$ cat src/rtl/mux_8_pkg.sv
// -----------------------------------------------------------------------------
// mux_8_pkg
// Shared constants and types for the registered 8-to-1 lane multiplexer.
//   NUM_LANES : number of selectable input lanes
//   SEL_W     : width of the lane select
//   sel_t     : lane select type
// -----------------------------------------------------------------------------
package mux_8_pkg;

  localparam int NUM_LANES = 8;
  localparam int SEL_W     = 3;

  typedef logic [SEL_W-1:0] sel_t;

endpackage : mux_8_pkg

$ cat src/rtl/mux_8_comb.sv
// -----------------------------------------------------------------------------
// mux_8_comb
// Purely combinational 8-to-1 lane select. Lane k is din[k*WIDTH +: WIDTH],
// with lane 0 at the LSBs.
// Ports:
//   din  : NUM_LANES*WIDTH packed input lanes
//   s    : lane select, every value 0..7 is legal
//   lane : selected lane
// -----------------------------------------------------------------------------
module mux_8_comb
  import mux_8_pkg::*;
#(
  parameter int WIDTH = 1
) (
  input  logic [NUM_LANES*WIDTH-1:0] din,
  input  logic [SEL_W-1:0]           s,
  output logic [WIDTH-1:0]           lane
);

  // Full decode of all eight select values: there is no out-of-range case,
  // so an unknown select never turns into an X on the output by design.
  always_comb begin
    // NOTE: default assignment first so no path leaves lane unassigned,
    // which would otherwise infer a latch.
    lane = '0;
    unique case (s)
      3'd0: lane = din[0*WIDTH +: WIDTH];
      3'd1: lane = din[1*WIDTH +: WIDTH];
      3'd2: lane = din[2*WIDTH +: WIDTH];
      3'd3: lane = din[3*WIDTH +: WIDTH];
      3'd4: lane = din[4*WIDTH +: WIDTH];
      3'd5: lane = din[5*WIDTH +: WIDTH];
      3'd6: lane = din[6*WIDTH +: WIDTH];
      3'd7: lane = din[7*WIDTH +: WIDTH];
    endcase
  end

endmodule : mux_8_comb

$ cat src/rtl/mux_8.sv
// -----------------------------------------------------------------------------
// mux_8
// Registered 8-to-1 multiplexer with a valid qualifier. When in_valid is high
// on a rising edge the selected lane, the select and a one-cycle valid pulse
// are registered; otherwise data and select hold and out_valid drops.
// Ports:
//   clk       : rising-edge clock
//   rst_n     : asynchronous active-low reset (clears y, out_valid, s_q)
//   din       : 8 packed lanes of WIDTH bits, lane 0 at the LSBs
//   s         : lane select 0..7
//   in_valid  : qualifies din/s for capture this cycle
//   y         : registered selected lane
//   out_valid : high for one cycle per accepted selection
//   s_q       : select that produced the current y
// -----------------------------------------------------------------------------
module mux_8
  import mux_8_pkg::*;
#(
  parameter int WIDTH = 1
) (
  input  logic                       clk,
  input  logic                       rst_n,
  input  logic [NUM_LANES*WIDTH-1:0] din,
  input  logic [SEL_W-1:0]           s,
  input  logic                       in_valid,
  output logic [WIDTH-1:0]           y,
  output logic                       out_valid,
  output logic [SEL_W-1:0]           s_q
);

  logic [WIDTH-1:0] lane_sel;
  logic [WIDTH-1:0] y_r;
  sel_t             s_r;
  logic             v_r;

  mux_8_comb #(
    .WIDTH (WIDTH)
  ) u_comb (
    .din  (din),
    .s    (s),
    .lane (lane_sel)
  );

  // Data and select only move on an accepted selection, so later changes on
  // din or s cannot disturb y until the next capture.
  // NOTE: non-blocking assignments in clocked blocks so every register samples
  // pre-edge values regardless of statement order.
  always_ff @(posedge clk or negedge rst_n) begin
    if (!rst_n) begin
      // NOTE: only a few flops here, all reset asynchronously so the outputs
      // clear without a clock and a pending selection is dropped.
      y_r <= '0;
      s_r <= '0;
      v_r <= 1'b0;
    end else begin
      v_r <= in_valid;
      if (in_valid) begin
        y_r <= lane_sel;
        s_r <= s;
      end
    end
  end

  assign y         = y_r;
  assign s_q       = s_r;
  assign out_valid = v_r;

endmodule : mux_8

$ cat config.mk
export PLATFORM = sky130hd
export DESIGN_NAME = mux_8
export DESIGN_NICKNAME = d
export VERILOG_FILES = /design/src/rtl/mux_8_pkg.sv /design/src/rtl/mux_8_comb.sv /design/src/rtl/mux_8.sv
export SDC_FILE = /design/constraint.sdc
export NUM_CORES = 1
export LEC_CHECK = 0
export ABC_AREA = 1
export CAP_MARGIN = 10
export CORE_AREA = 2 2 39 41
export CTS_CLUSTER_DIAMETER = 40
export DETAILED_ROUTE_END_ITERATION = 10
export DIE_AREA = 0 0 41 43
export PLACE_DENSITY_LB_ADDON = 0.1
export SYNTH_ARGS = -nofsm -noshare
export SYNTH_HDL_FRONTEND = slang
export SYNTH_SLANG_ARGS = --single-unit
$ cat constraint.sdc
create_clock -name clk -period 0.8 [get_ports clk]
set_clock_uncertainty 0.1 [all_clocks]
set_input_delay 0.16 -clock clk [delete_from_list [all_inputs] [get_ports clk]]
set_output_delay 0.16 -clock clk [all_outputs]
set_load 0.02 [all_outputs]
==> flow_summary_export.csv, run 1 <==
group,metric,value,unit
outcome,status,"finished with violations",
outcome,failed_checks,"negative setup slack",
synthesis,yosysWarningCount,0,
critical_path,worstPathArrival,0.77,ns
routing,vias,302,
routing,drt_wl_total,671,um
clock_network,clkTransAtPathRegs,0.04,ns
global_route,grt_usage,8.65,%
global_route,grt_overflow_total,0,
final_layout,final_common_cell,"nand2_1",
critical_path,slowest_delay,0.40,ns
final_layout,drive_above_1_share,35.6,%
floorplan,dieHeight,43,um
clock_network,cts_buffers,3,
sta,period_minus_slack,1.03,ns
power,comb_power_share,27.0,%
floorplan,core.rowCount,14,
critical_path,crit_family,"flip-flops",
global_route,antenna_found_initial,0,
routing,viasPerCell,4.03,
critical_path,cp_num_buf_inv,1,
sta,slew_headroom,84.7,%
power,seq_power_share,37.3,%
global_route,grt_max_degree,8,
sta,max_freq,0.968,GHz
critical_path,cp_max_fo,2,
power,switching_share,25.8,%
run,cap_violations,0,
clock_network,h-tree-depth,1,
clock_network,cts_root_buf,"clkbuf_4",
routing,dr.first_iter.drc_count,2,
critical_path,r2r_start,"s_q[1]$_DFFE_PN0P_",
routing,drc,0,
placed_design,dpl.hpwl,563,um
global_route,grt_pass1_wl,1.03,mm
synthesis,avgSynthCellArea,7.51,um^2
critical_path,path_cells,"buf_6",
final_layout,fin_cells,75,
clock_network,cts_tree,"done",
clock_network,clk_latency,0.23,ns
global_route,first_global_vias,294,
sta,worst_pin_slew,0.229,ns
critical_path,cp_slowest_cell,"dfrtp_2",
synthesis,synth.net_count,46,
synthesis,synth_cell_types,8,
synthesis,synth_cells,32,
final_layout,postLayoutCoreUtil,36.3,%
clock_network,clockBufferDepth,2,
sta,hold_violations,0,
sta,slew_violations,0,
critical_path,cp-end-kind,"output pin",
synthesis,synth_area,240,um^2
critical_path,rrSetupSlack,-0.05,ns
final_layout,mostFrequentLayoutCells,"13 x nand2_1, 11 x dlygate4sd2_1, 6 x nand3_1, 6 x buf_6, 4 x buf_4",
floorplan,start_util,17.4,%
sta,setup_violations,8,
power,internal_power,0.590,mW
hold_path,hold_path_class,"input pin to async pin",
synthesis,ys_ff_latch,5,
routing,wl_per_cell,8.95,um
floorplan,ioPinCount,19,
power,power.switching,0.205,mW
placed_design,port_buffers,18,
sta,rsz0062_at_grt,"true",
power,clkPwrFrac,35.7,%
critical_path,critical_path.startpoint,"y$_DFFE_PN0P_",
floorplan,die_w,41,um
final_layout,fillCellCount,152,
critical_path,cp_data_required_time,0.54,ns
synthesis,seq_area_frac_synth,52.1,%
floorplan,core,0.00138,mm^2
final_layout,final_nets,74,
critical_path,crit_type,"flop to output pin",
final_layout,seq_area,129,um^2
critical_path,worstSetupStartpointType,"flop",
clock_network,cts.sinks,5,
routing,ant_nets,0,
sta,fin_crit_sh,129,%
final_layout,area_growth,109,%
placed_design,place_congestion,0.686,
final_layout,diodes,0,
floorplan,die_area,0.00176,mm^2
power,vdd_drop_max,0.000465,V
sta,fin_ws,-0.233,ns
final_layout,multi_input_area,106,um^2
placed_design,placed_cells,69,
power,power.density,1580,mW/mm^2
power,leakage,0.258,nW
routing,drtPass1Iterations,2,
## power groups by stage
| stage | combinational (mW) | sequential (mW) | clock [mW] |
|---|---|---|---|
| floorplan | 0.0426 | 0.324 | 0 |
| global placement | 0.212 | 0.293 | 0 |
| detailed placement | 0.215 | 0.294 | 0 |
| CTS | 0.200 | 0.296 | 0.296 |
| global route | 0.236 | 0.298 | 0.308 |
| finish | 0.215 | 0.296 | 0.284 |
## sequential cells by signal, indices dropped and copies added, names as in the netlist
signal	flops
s_q	3
out_valid	1
y	1
## stage by stage
| step | TNS [ns] | hold slack (ns) | setup WS, ns | total power [mW] | instance area, um^2 |
|---|---|---|---|---|---|
| after floorplan | 0 | -0.236 | 0.00795 | 0.367 | 244 |
| after global placement | -3.48 | 0.297 | -0.480 | 0.506 | 467 |
| after detailed placement | -3.61 | 0.306 | -0.531 | 0.509 | 467 |
| after CTS | -1.14 | 0.0484 | -0.241 | 0.793 | 485 |
| after global routing | -1.40 | 0.0626 | -0.251 | 0.843 | 502 |
| final | -1.18 | 0.0455 | -0.233 | 0.795 | 502 |
## repair_timing
item | in CTS | in global routing
pin swaps | 11 | 1
hold buffers | 0 | 0
gates cloned | 0 | 0
setup buffers | 0 | 2
gates resized for setup | 45 | 5
endpoints found under the setup margin | 9 | 7
## per-layer routing
metal | wire (um) | share of wire [%] | vias up | GRT usage, %
li1 | - | - | 156 | -
met1 | 277 | 41 | 131 | 9.39
met2 | 334 | 50 | 15 | 14.1
met3 | 59 | 8.8 | 0 | 0
met4 | 0 | 0 | 0 | 8.00
met5 | 0 | 0 | - | 0
## worst paths after layout
path / cells after the start / endpoint
min in group clk: 1 / out_valid$_DFF_PN0_
min reg2reg: 2 / y$_DFFE_PN0P_
max in group asynchronous: 1 / s_q[1]$_DFFE_PN0P_
max reg2reg: 3 / s_q[1]$_DFFE_PN0P_
max: 1 / y
min: 1 / s_q[2]$_DFFE_PN0P_
## area by class of cell
class	count	area share [%]
tap	16	3.99
sequential	5	25.7
multi-input combinational	24	21.2
clock buffer	4	5.24
timing repair buffer	23	41.6
inverter	3	2.24
## cell usage after synthesis, drive strengths merged
cell,number,area share [%]
o21ai,2,4.2
nor2,1,1.6
dfrtp,5,52
inv,3,4.7
nand2,14,22
nand3,6,13
nand3b,1,3.1
## logic make-up after synthesis
| group | Yosys count | share of synthesized area (%) |
|---|---|---|
| simple gates | 22 | 39.1 |
| flops | 5 | 52.1 |
| buf+inv | 3 | 4.69 |
| compound gates | 2 | 4.17 |
No activity file was read; power rests on OpenSTA's default activity.
==> inputs of run 2 (changes only) <==
--- a/config.mk
+++ b/config.mk
@@ -12,6 +12,7 @@
 export DETAILED_ROUTE_END_ITERATION = 10
 export DIE_AREA = 0 0 41 43
 export PLACE_DENSITY_LB_ADDON = 0.1
+export SETUP_SLACK_MARGIN = 0.05
 export SYNTH_ARGS = -nofsm -noshare
 export SYNTH_HDL_FRONTEND = slang
 export SYNTH_SLANG_ARGS = --single-unit
==> run 2 against run 1 <==
Against the previous run:
- the run still ends with negative setup slack left
- register-to-register slack improved by 0.10 ns
- total power decreased by 1.3%
- sequential share of layout area increased by 0.64 points
- sequential power about the same
- wire length decreased by 4.0%
- non-clock buffer count decreased by 1
- critical path type unchanged
- critical endpoint unchanged
- largest power group unchanged
- highest routed layer is now met4
==> flow_summary_export.csv, run 2 (same netlist as run 1, synthesis figures left out) <==
group,metric,value,unit
outcome,status,"finished with violations",
outcome,failed_checks,"negative setup slack",
clock_network,clkTransAtPathRegs,0.04,ns
placed_design,dpl.hpwl,556,um
critical_path,cp_data_required_time,0.54,ns
critical_path,rrSetupSlack,0.05,ns
critical_path,crit_type,"flop to output pin",
sta,fin_ws,-0.233,ns
critical_path,worstPathArrival,0.77,ns
final_layout,largest_reg_flops,3,
final_layout,final_common_cell,"nand2_1",
routing,drc,0,
routing,drt_wl_total,644,um
critical_path,cp_num_buf_inv,1,
floorplan,core,0.00138,mm^2
global_route,gr-usage-met1,10.7,%
sta,slew_violations,0,
routing,vias,307,
floorplan,start_util,17.4,%
critical_path,worstSetupStartpointType,"flop",
placed_design,placed_cells,70,
clock_network,clockBufferDepth,2,
final_layout,final_nets,73,
hold_path,hold_path_class,"input pin to async pin",
critical_path,timing.rr.end,"y$_DFFE_PN0P_",
floorplan,die_w,41,um
clock_network,cts_buffers,3,
floorplan,ioPinCount,19,
global_route,first_global_vias,293,
floorplan,dieHeight,43,um
floorplan,die_area,0.00176,mm^2
critical_path,r2r_start,"y$_DFFE_PN0P_",
power,leakage,0.252,nW
run,cap_violations,0,
power,vdd_drop_max,0.000297,V
final_layout,mostFrequentLayoutCells,"14 x nand2_1, 11 x dlygate4sd2_1, 5 x nand3_1, 5 x buf_6",
clock_network,cts.sinks,5,
placed_design,port_buffers,18,
final_layout,fillCellCount,158,
final_layout,area_growth,106,%
clock_network,h-tree-depth,1,
global_route,antenna_found_initial,0,
critical_path,crit_family,"flip-flops",
sta,period_minus_slack,1.03,ns
clock_network,post_cts_buffers,0,
critical_path,path_cells,"buf_6",
critical_path,cp-end-kind,"output pin",
floorplan,core.rowCount,14,
global_route,grt_pass1_wl,1.09,mm
clock_network,cts_root_buf,"clkbuf_4",
sta,hold_violations,0,
final_layout,fin_cells,74,
global_route,grtUsageMet2,14.1,%
critical_path,cp_slowest_cell,"dfrtp_2",
placed_design,preCtsSetupSlack,-0.554,ns
critical_path,slowest_delay,0.40,ns
sta,rsz0062_at_grt,"true",
sta,fin_crit_sh,129,%
routing,wl_per_cell,8.70,um
clock_network,clk_latency,0.24,ns
clock_network,holdBufCountCts,0,
sta,holdWs,0.0400,ns
sta,setup_violations,5,
final_layout,drive_above_1_share,36.2,%
placed_design,place_congestion,0.663,
routing,dr.first_iter.drc_count,0,
sta,max_freq,0.968,GHz
global_route,grt-busiest-layer,"met2",
global_route,grtUsageMet3,0,%
sta,setup_tns,-1.11,ns
global_route,grt_usage,9.66,%
sta,worst_pin_slew,0.225,ns
routing,viasPerCell,4.15,
global_route,grt_overflow_total,0,
routing,drtPass1Iterations,1,
final_layout,postLayoutCoreUtil,35.7,%
power,power.density,1590,mW/mm^2
sta,slew_headroom,85.0,%
critical_path,r2r_cells,2,
global_route,grt_max_degree,7,
clock_network,cts_tree,"done",
critical_path,cp_max_fo,2,
routing,ant_nets,0,
final_layout,diodes,0,
run 2: cell count changes in the layout (fill, tap and decap cells not counted), sizes merged:
cell	before	now
clkbuf	5	4
run 2: how the worst max path moves through the flow:
stage	slack, ns	from	to	cells past startpoint
finish	-0.23	y$_DFFE_PN0P_	y	1
global route	-0.25	s_q[2]$_DFFE_PN0P_	s_q[2]	1
CTS	-0.25	y$_DFFE_PN0P_	y	1
detailed placement	-0.55	s[1]	y$_DFFE_PN0P_	6
global placement	-0.49	s[1]	y$_DFFE_PN0P_	6
floorplan	0.03	y$_DFFE_PN0P_	y$_DFFE_PN0P_	2
run 2: final cells by class:
cell class | count | area [um^2] | area share, %
Clock buffer | 4 | 26.3 | 5.32
Inverter | 3 | 11.3 | 2.28
Multi-Input combinational cell | 24 | 109 | 22.0
Sequential cell | 5 | 130 | 26.3
Tap cell | 16 | 20.0 | 4.05
Timing Repair Buffer | 22 | 198 | 40.0
run 2: routing by layer:
| metal | routed length (um) | part of all wire [%] |
|---|---|---|
| met1 | 247 | 38 |
| met2 | 326 | 51 |
| met3 | 50 | 7.8 |
| met4 | 19 | 3.0 |
| met5 | 0 | 0 |
run 2: power by group:
group | leakage [nW] | internal (mW) | switching [mW]
Sequential | 0.0559 | 0.281 | 0.0154
Combinational | 0.181 | 0.110 | 0.0899
Clock | 0.0150 | 0.188 | 0.100
run 2: repair_timing:
action,4_1_cts,5_1_grt
pin swaps,11,1
gates resized for setup,46,2
endpoints found under the hold margin,0,0
setup endpoints to repair,9,9
gates cloned,0,0
run 2: stage by stage:
| step | cell area (um^2) | power [mW] |
|---|---|---|
| finish | 494 | 0.785 |
| floorplan | 245 | 0.368 |
| global placement | 475 | 0.508 |
| detailed placement | 475 | 0.511 |
| global route | 494 | 0.834 |
| CTS | 495 | 0.808 |
==> inputs of run 3 (changes only) <==
--- a/config.mk
+++ b/config.mk
@@ -8,7 +8,7 @@
 export ABC_AREA = 1
 export CAP_MARGIN = 10
 export CORE_AREA = 2 2 39 41
-export CTS_CLUSTER_DIAMETER = 40
+export CTS_BUF_LIST = sky130_fd_sc_hd__clkbuf_2 sky130_fd_sc_hd__clkbuf_4 sky130_fd_sc_hd__clkbuf_8
 export DETAILED_ROUTE_END_ITERATION = 10
 export DIE_AREA = 0 0 41 43
 export PLACE_DENSITY_LB_ADDON = 0.1
==> run 3 against run 2 <==
Against the previous run:
- the run still ends with negative setup slack left
- via count is 2.3% lower
- setup slack better by 0.0026 ns
- total power is 4.1% higher
- hold slack better by 0.0026 ns
- maximum frequency is 0.25% higher
- critical path depth stayed put
- die area stayed put
- clock power is 11% higher
- sequential share of layout area is 0.20 points lower
- first-iteration DRC count stayed put
- clock-buffer cell count stayed put
- core utilization is 0.27 points higher
- critical endpoint unchanged
==> flow_summary_export.csv, run 3 (same netlist as run 1, synthesis figures left out) <==
group,metric,value,unit
outcome,status,"finished with violations",
outcome,failed_checks,"negative setup slack",
hold_path,hold_path_class,"input pin to async pin",
floorplan,ioPinCount,19,
global_route,first_global_vias,284,
routing,dr.first_iter.drc_count,0,
final_layout,final_common_cell,"nand2_1",
clock_network,clkTransAtPathRegs,0.04,ns
final_layout,diodes,0,
critical_path,rrSetupSlack,0.05,ns
sta,fin_crit_sh,129,%
sta,setup_violations,5,
critical_path,cp_data_required_time,0.54,ns
sta,max_freq,0.971,GHz
routing,ant_nets,0,
power,power.switching,0.204,mW
critical_path,cp_max_fo,2,
sta,worst_pin_slew,0.225,ns
sta,period_minus_slack,1.03,ns
critical_path,r2r_start,"y$_DFFE_PN0P_",
routing,vias,300,
routing,drc,0,
clock_network,clk_latency,0.24,ns
final_layout,final_nets,73,
critical_path,r2r_cells,2,
floorplan,core,0.00138,mm^2
clock_network,cts_tree,"done",
floorplan,die_w,41,um
power,power,0.817,mW
critical_path,path_cells,"buf_6",
clock_network,cts_buffers,3,
power,seq_power_share,36.2,%
power,power.density,1640,mW/mm^2
critical_path,crit_family,"flip-flops",
power,internal_power,0.612,mW
placed_design,dpl.hpwl,556,um
critical_path,worstPathArrival,0.77,ns
final_layout,largest_reg_flops,3,
placed_design,port_buffers,18,
clock_network,holdBufCountCts,0,
clock_network,cts.sinks,5,
power,leakage,0.256,nW
critical_path,timing.rr.end,"y$_DFFE_PN0P_",
critical_path,crit_type,"flop to output pin",
clock_network,post_cts_buffers,0,
run,cap_violations,0,
global_route,grt_pass1_wl,1.05,mm
floorplan,start_util,17.4,%
power,comb_power_share,24.4,%
critical_path,cp_num_buf_inv,1,
routing,viasPerCell,4.05,
global_route,grt_usage,9.05,%
routing,wl_per_cell,8.47,um
sta,rsz0062_at_grt,"true",
sta,slew_headroom,85.0,%
floorplan,dieHeight,43,um
final_layout,area_growth,107,%
clock_network,h-tree-depth,1,
routing,drtPass1Iterations,1,
power,vdd_drop_max,0.000307,V
power,clkPwrFrac,39.4,%
power,switching_share,25.0,%
floorplan,core.rowCount,14,
global_route,grt_overflow_total,0,
sta,fin_ws,-0.230,ns
critical_path,worstSetupStartpointType,"flop",
final_layout,postLayoutCoreUtil,36.0,%
final_layout,fillCellCount,156,
sta,holdWs,0.0425,ns
sta,slew_violations,0,
final_layout,mostFrequentLayoutCells,"14 x nand2_1, 11 x dlygate4sd2_1, 5 x nand3_1, 5 x buf_6",
placed_design,place_congestion,0.663,
final_layout,drive_above_1_share,37.9,%
floorplan,die_area,0.00176,mm^2
critical_path,cp_slowest_cell,"dfrtp_2",
critical_path,critical_path.startpoint,"y$_DFFE_PN0P_",
critical_path,cp-end-kind,"output pin",
critical_path,slowest_delay,0.40,ns
clock_network,clockBufferDepth,2,
sta,hold_violations,0,
global_route,grt_max_degree,7,
clock_network,cts_root_buf,"clkbuf_4",
routing,drt_wl_total,627,um
global_route,antenna_found_initial,0,
[run 3: per-stage QoR]
step                cells  setup TNS (ns)  instance area (um^2)  worst slack (ns)
floorplan              32               0                   245            0.0306
global placement       70           -3.53                   475            -0.491
detailed placement     70           -3.64                   475            -0.554
CTS                    74           -1.16                   499            -0.244
global route           74           -1.22                   498            -0.254
finish                 74           -1.10                   498            -0.230
[run 3: how the worst max path moves through the flow]
| stage | slack (ns) | end | cells past startpoint |
|---|---|---|---|
| finish | -0.23 | y | 1 |
| detailed placement | -0.55 | y$_DFFE_PN0P_ | 6 |
| floorplan | 0.03 | y$_DFFE_PN0P_ | 2 |
| global route | -0.25 | s_q[2] | 1 |
| CTS | -0.24 | y | 1 |
| global placement | -0.49 | y$_DFFE_PN0P_ | 6 |
[run 3: cell type report]
type	count	area [um^2]	share of cell area, %
timing repair buffer	22	198	39.7
sequential	5	130	26.1
multi-input combinational	24	109	21.9
clock buffer	4	30.0	6.03
tap	16	20.0	4.02
inverter	3	11.3	2.26
[run 3: what timing repair did]
action | 4_1_cts | 5_1_grt
resized for setup | 46 | 2
pin swaps | 11 | 1
endpoints found under the setup margin | 9 | 9
[run 3: power by group through the flow]
stage	sequential (mW)	clock [mW]	combinational (mW)
final	0.296	0.322	0.199
after global routing	0.299	0.346	0.222
after CTS	0.297	0.338	0.203
after detailed placement	0.295	0	0.217
after global placement	0.294	0	0.214
after floorplan	0.325	0	0.0436
[run 3: layer usage]
metal  global-route usage [%]  wire length, um  up-vias
li1                         -                -      156
met3                        0               49        0
met2                     13.1              328       15
met4                     10.0                0        0
met1                     10.7              249      129
met5                        0                0        -
